File: config.mk
export PLATFORM = sky130hd
export DESIGN_NAME = pc_fetch_flat
export DESIGN_NICKNAME = d
export VERILOG_FILES = /design/src/rtl/pc_fetch_if.sv /design/src/rtl/pc_fetch.sv /design/src/flat_wrapper.sv
export SDC_FILE = /design/constraint.sdc
export NUM_CORES = 1
export LEC_CHECK = 0
export ABC_AREA = 0
export CAP_MARGIN = 5
export CORE_MARGIN = 4
export CORE_UTILIZATION = 51
export DETAILED_ROUTE_END_ITERATION = 16
export PLACE_DENSITY = 0.8
export REMOVE_ABC_BUFFERS = 1
export SLEW_MARGIN = 10
export SYNTH_ARGS = -nofsm -noshare
export SYNTH_HDL_FRONTEND = slang
export SYNTH_SLANG_ARGS = --single-unit
File: constraint.sdc
create_clock -name clk -period 2.3 [get_ports clk]
set_input_delay 0.46 -clock clk [delete_from_list [all_inputs] [get_ports clk]]
set_output_delay 0.46 -clock clk [all_outputs]
set_load 0.005 [all_outputs]
File: src/rtl/pc_fetch_if.sv
// Instruction-memory read port between the fetch stage (master) and memory (slave).
interface pc_fetch_if;
    logic        imem_req;
    logic [31:0] imem_addr;
    logic        imem_ack;
    logic [31:0] imem_rdata;

    modport master (
        output imem_req,
        output imem_addr,
        input  imem_ack,
        input  imem_rdata
    );

    modport slave (
        input  imem_req,
        input  imem_addr,
        output imem_ack,
        output imem_rdata
    );
endinterface

File: src/rtl/pc_fetch.sv
// Fetch stage: PC register, one-entry skid buffer and redirect drain for a
// single-outstanding-request instruction memory.
module pc_fetch #(
    parameter logic [31:0] RESET_PC = 32'h0000_0000
) (
    input  logic              clk,
    input  logic              rst,
    input  logic              redirect,
    input  logic [31:0]       redirect_pc,
    input  logic              stall,
    pc_fetch_if.master        imem,
    output logic              if_valid,
    output logic [31:0]       if_instr,
    output logic [31:0]       if_pc,
    output logic [31:0]       if_pc_plus4
);

    typedef enum logic [1:0] {
        FETCH = 2'd0,
        HOLD  = 2'd1,
        DRAIN = 2'd2
    } state_e;

    state_e      state_q;
    logic [31:0] pc_q;
    logic [31:0] pc_d;
    logic [31:0] skid_instr_q;
    logic [31:0] skid_pc_q;
    logic [31:0] pend_q;
    logic        if_valid_q;
    logic [31:0] if_instr_q;
    logic [31:0] if_pc_q;
    logic        slot_free;

    assign pc_d      = pc_q + 32'd4;
    assign slot_free = !if_valid_q || !stall;

    assign imem.imem_req  = !rst && (state_q != HOLD);
    assign imem.imem_addr = pc_q;

    assign if_valid    = if_valid_q;
    assign if_instr    = if_instr_q;
    assign if_pc       = if_pc_q;
    assign if_pc_plus4 = if_pc_q + 32'd4;

    always_ff @(posedge clk) begin
        if (rst) begin
            state_q      <= FETCH;
            pc_q         <= RESET_PC;
            skid_instr_q <= '0;
            skid_pc_q    <= '0;
            pend_q       <= '0;
            if_valid_q   <= 1'b0;
            if_instr_q   <= '0;
            if_pc_q      <= '0;
        end else if (redirect) begin
            // A request still in flight (FETCH or DRAIN, no ack) must finish at its
            // old address, so the target is parked; otherwise it loads pc directly.
            if_valid_q <= 1'b0;
            if (!imem.imem_ack && state_q != HOLD) begin
                pend_q  <= redirect_pc;
                state_q <= DRAIN;
            end else begin
                pc_q    <= redirect_pc;
                state_q <= FETCH;
            end
        end else begin
            case (state_q)
                FETCH: begin
                    if (imem.imem_ack) begin
                        pc_q <= pc_d;
                        if (slot_free) begin
                            if_instr_q <= imem.imem_rdata;
                            if_pc_q    <= pc_q;
                            if_valid_q <= 1'b1;
                        end else begin
                            skid_instr_q <= imem.imem_rdata;
                            skid_pc_q    <= pc_q;
                            state_q      <= HOLD;
                        end
                    end else if (if_valid_q && !stall) begin
                        if_valid_q <= 1'b0;
                    end
                end
                HOLD: begin
                    if (slot_free) begin
                        if_instr_q <= skid_instr_q;
                        if_pc_q    <= skid_pc_q;
                        if_valid_q <= 1'b1;
                        state_q    <= FETCH;
                    end
                end
                DRAIN: begin
                    if_valid_q <= 1'b0;
                    if (imem.imem_ack) begin
                        pc_q    <= pend_q;
                        state_q <= FETCH;
                    end
                end
                default: state_q <= FETCH;
            endcase
        end
    end

endmodule

File: src/flat_wrapper.sv
// flat-port wrapper written by rule: the top's interface ports become plain ports
module pc_fetch_flat 
#(
    parameter logic [31:0] RESET_PC = 32'h0000_0000
)
  (clk, rst, redirect, redirect_pc, stall, if_valid, if_instr, if_pc, if_pc_plus4, imem_imem_req, imem_imem_addr, imem_imem_ack, imem_imem_rdata);
  pc_fetch_if imem_i ();
  input  logic clk;
  input  logic rst;
  input  logic redirect;
  input  logic [31:0] redirect_pc;
  input  logic stall;
  output logic if_valid;
  output logic [31:0] if_instr;
  output logic [31:0] if_pc;
  output logic [31:0] if_pc_plus4;
  output wire logic [$bits(imem_i.imem_req)-1:0] imem_imem_req;
  output wire logic [$bits(imem_i.imem_addr)-1:0] imem_imem_addr;
  input wire logic [$bits(imem_i.imem_ack)-1:0] imem_imem_ack;
  input wire logic [$bits(imem_i.imem_rdata)-1:0] imem_imem_rdata;
  assign imem_imem_req = imem_i.imem_req;
  assign imem_imem_addr = imem_i.imem_addr;
  assign imem_i.imem_ack = imem_imem_ack;
  assign imem_i.imem_rdata = imem_imem_rdata;
  pc_fetch #(.RESET_PC(RESET_PC)) u_core (.clk(clk), .rst(rst), .redirect(redirect), .redirect_pc(redirect_pc), .stall(stall), .imem(imem_i), .if_valid(if_valid), .if_instr(if_instr), .if_pc(if_pc), .if_pc_plus4(if_pc_plus4));
endmodule
==> metrics.cfg <==
[worst_hold_path]
worst_hold_path.num_cells=2
holdPathEnd=u_core.pend_q[23]
hold_start=u_core.pend_q[23]
hp-class=reg2reg

[drt]
ant_nets=0
drtIter0Drc=637
drt-wirelength-per-cell_um=16.8
drtPass1Iterations=5
num_vias=9249
viasPerCell=5.64
drc_errors=0
finalWirelength_mm=27.5

[logic_synthesis]
syn_avg_cell_area_sq_um=7.95
seq_area_frac_synth_pct=42.2
yosys.area_share.simple_pct=21.3
yosysTopAreaCellShare_pct=42.2
ys_async_sr_fraction_pct=0
yosysMostFrequentCell=nand2_1
synth_fa_ha_area_share_pct=0.812
synth_compound_area_share_pct=19.1
netlist_top_cells_area=dfxtp_1 (42%), nand2_1 (9.5%), mux2i_1 (8.2%)
synth_seq_cells=195
synthMuxAreaShare_pct=8.47
synth_cell_types=59
synthesis.area_sq_um=9250
synth_warnings=0
yosys-top-cells-count=nand2_1 (234), dfxtp_1 (195), a21oi_1 (141)
synth-main-ff-cell=dfxtp_1
synth-edff-count=0
synth-xor-area-share_pct=3.22
synth_top_area_cell=dfxtp_1
synth_top_family_by_area=simple AND/OR/NAND/NOR gates
synth_cells=1163

[placed_design]
io_buffers=198
hpwl_mm=18.7
gp_routability_congestion=0.897
dpl_worst_slack_ps=-211

[floorplan]
num_rows=48
die_w_um=143
fp.coreArea_sq_um=17500
start_util_pct=52.7
die_y_um=143
fp.dieArea_sq_um=20300
ios=199

[setup_path]
worstSetupPathType=reg2out
crit_slowest_cell=dfxtp_2
rr_worst_depth=6
critPathMaxStageDelay_ps=330
crit_buf_inv=5
cp_top_family=buffers and inverters
cp_cell_sequence=nand4_1 > buf_4 > nor4_2 > buf_4 > buf_6 > buf_6 > nand3_4 > xnor2_2 > buf_2
r2r_slack_ps=160
crit_path_start_kind=register
crit_fanout=3
crit-reg2reg-launch=u_core.imem.imem_addr[3]
crit_required_ps=1840
critPathLaunch=u_core.if_pc[11]
crit_arrival_ps=2020
cp-end-kind=primary output
reg2reg_to=u_core.imem.imem_addr[30]

[power_and_ir_drop]
p_leak_uw=0.00469
p_per_area_nw_per_um2=652
vdd_ir_drop_max_mv=0.541

[sta]
final_max_slew_viol_count=0
setup_viol=16
rsz0062_at_grt=true
max_freq_ghz=0.402
worstMarginPinSlew_ps=620
hold_viol=0
fin_ws_ps=-185
slew_headroom_pct=58.7
fin_worst_skew_ps=11.4
post-route-period-util_pct=108
layout_min_cycle_time_ps=2480

[clocking]
cts_tree=built
clock_sinks=195
numCtsBuffers=17
htree_num_levels=4
clockBufferDepth=2
insertion_delay_ps=430
cts-root-buf=clkbuf_16
clk_pin_slew_ps=70

[final_layout]
final_layout_size_suffix_gt1_share_pct=16.9
nets=1477
syn2layout_area_growth_pct=40.3
diodes=0
final_util_pct=74.0

[status]
violations=negative setup slack
status=finished, violations left

[global_routing]
grt_pass1_vias=8798
grt_usage_pct=26.3
grt.overflow.total=0
grt_pass1_wl_mm=44.1
antenna_found_initial=0
grt_max_degree=83

[run]
drv_cap=0

==> power by group <==
group	leakage [uW]	total, uW	internal, uW	switching [uW]
clock	0.000290	3050	1740	1300
combinational	0.00280	1730	895	833
sequential	0.00160	3690	3560	127
==> routing by layer <==
metal	track usage (%)	vias to the layer above	wire, um
met5	0	-	0
met4	9.20	0	652
met3	3.68	56	1650
met2	45.1	350	13600
met1	33.9	4303	11600
li1	-	4540	-
==> state kept, by name, indices dropped and copies added (netlist names) <==
| signal | flops |
|---|---|
| u_core.if_pc | 32 |
| u_core.skid_instr_q | 32 |
| u_core.state_q | 2 |
| u_core.if_valid | 1 |
| u_core.if_instr | 32 |
| u_core.imem.imem_addr | 32 |
| u_core.pend_q | 32 |
| u_core.skid_pc_q | 32 |
==> cells in the final DEF (no fill, tap or decap), types with 17 or more instances in the layout <==
| cell | Yosys | routed |
|---|---|---|
| o21ai_0 | 32 | 32 |
| a211oi_1 | 70 | 70 |
| xnor2_1 | 25 | 18 |
| nor2_1 | 102 | 95 |
| clkdlybuf4s50_1 | 0 | 170 |
| nand2_1 | 234 | 230 |
| clkbuf_16 | 0 | 17 |
| buf_4 | 2 | 101 |
| mux2i_1 | 76 | 76 |
| inv_1 | 18 | 18 |
| dfxtp_1 | 195 | 180 |
| a21oi_1 | 141 | 141 |
==> kinds of logic after synthesis <==
kind of cell	after synthesis
AND/OR/NAND/NOR	445
XOR/XNOR	34
flip-flops	195
multiplexers	78
AO/OA/AOI/OAI	288
buffers and inverters	117
adder cells (fa/ha/maj)	6
==> tightest hold or removal path: stages, from the launching register on <==
cell and delay [ps]:
dfxtp_1 310, nand2_1 50, a21oi_1 50
==> how the worst max path moves through the flow <==
stage                          to  slack, ps  cells past startpoint
6_report          if_pc_plus4[22]       -180                      9
5_1_grt           if_pc_plus4[22]       -300                      9
4_1_cts           if_pc_plus4[31]       -240                      7
3_5_place_dp      if_pc_plus4[29]       -210                      8
3_3_place_gp      if_pc_plus4[31]       -190                      7
2_1_floorplan  u_core.if_instr[0]      -8180                      5
==> cell type report <==
cell class,instances,area (sq um)
Clock buffer,20,447
Clock inverter,12,155
Inverter,18,67.6
Multi-Input combinational cell,851,5120
Tap cell,225,282
Sequential cell,195,3920
Timing Repair Buffer,319,2970
Fill cell,1319,4560
==> through the flow <==
stage                     power (uW)  hold WS [ps]  cell area [sq um]  cells  setup TNS [ps]
after floorplan                 4500           425               8860   1064         -791770
after global placement          5450           437              12200   1598            -911
after detailed placement        5490           442              12200   1598           -1560
after CTS                       8470           451              12900   1638           -1910
after global routing            8790           473              13000   1640           -3450
final                           8460           448              13000   1640           -1430
==> timing repair <==
action,4_1_cts,5_1_grt
gates resized for setup,110,39
setup endpoints to repair,27,25
pin swaps,19,12
buffers inserted,8,4
hold buffers,0,0
Power figures use the tool's default switching activity.
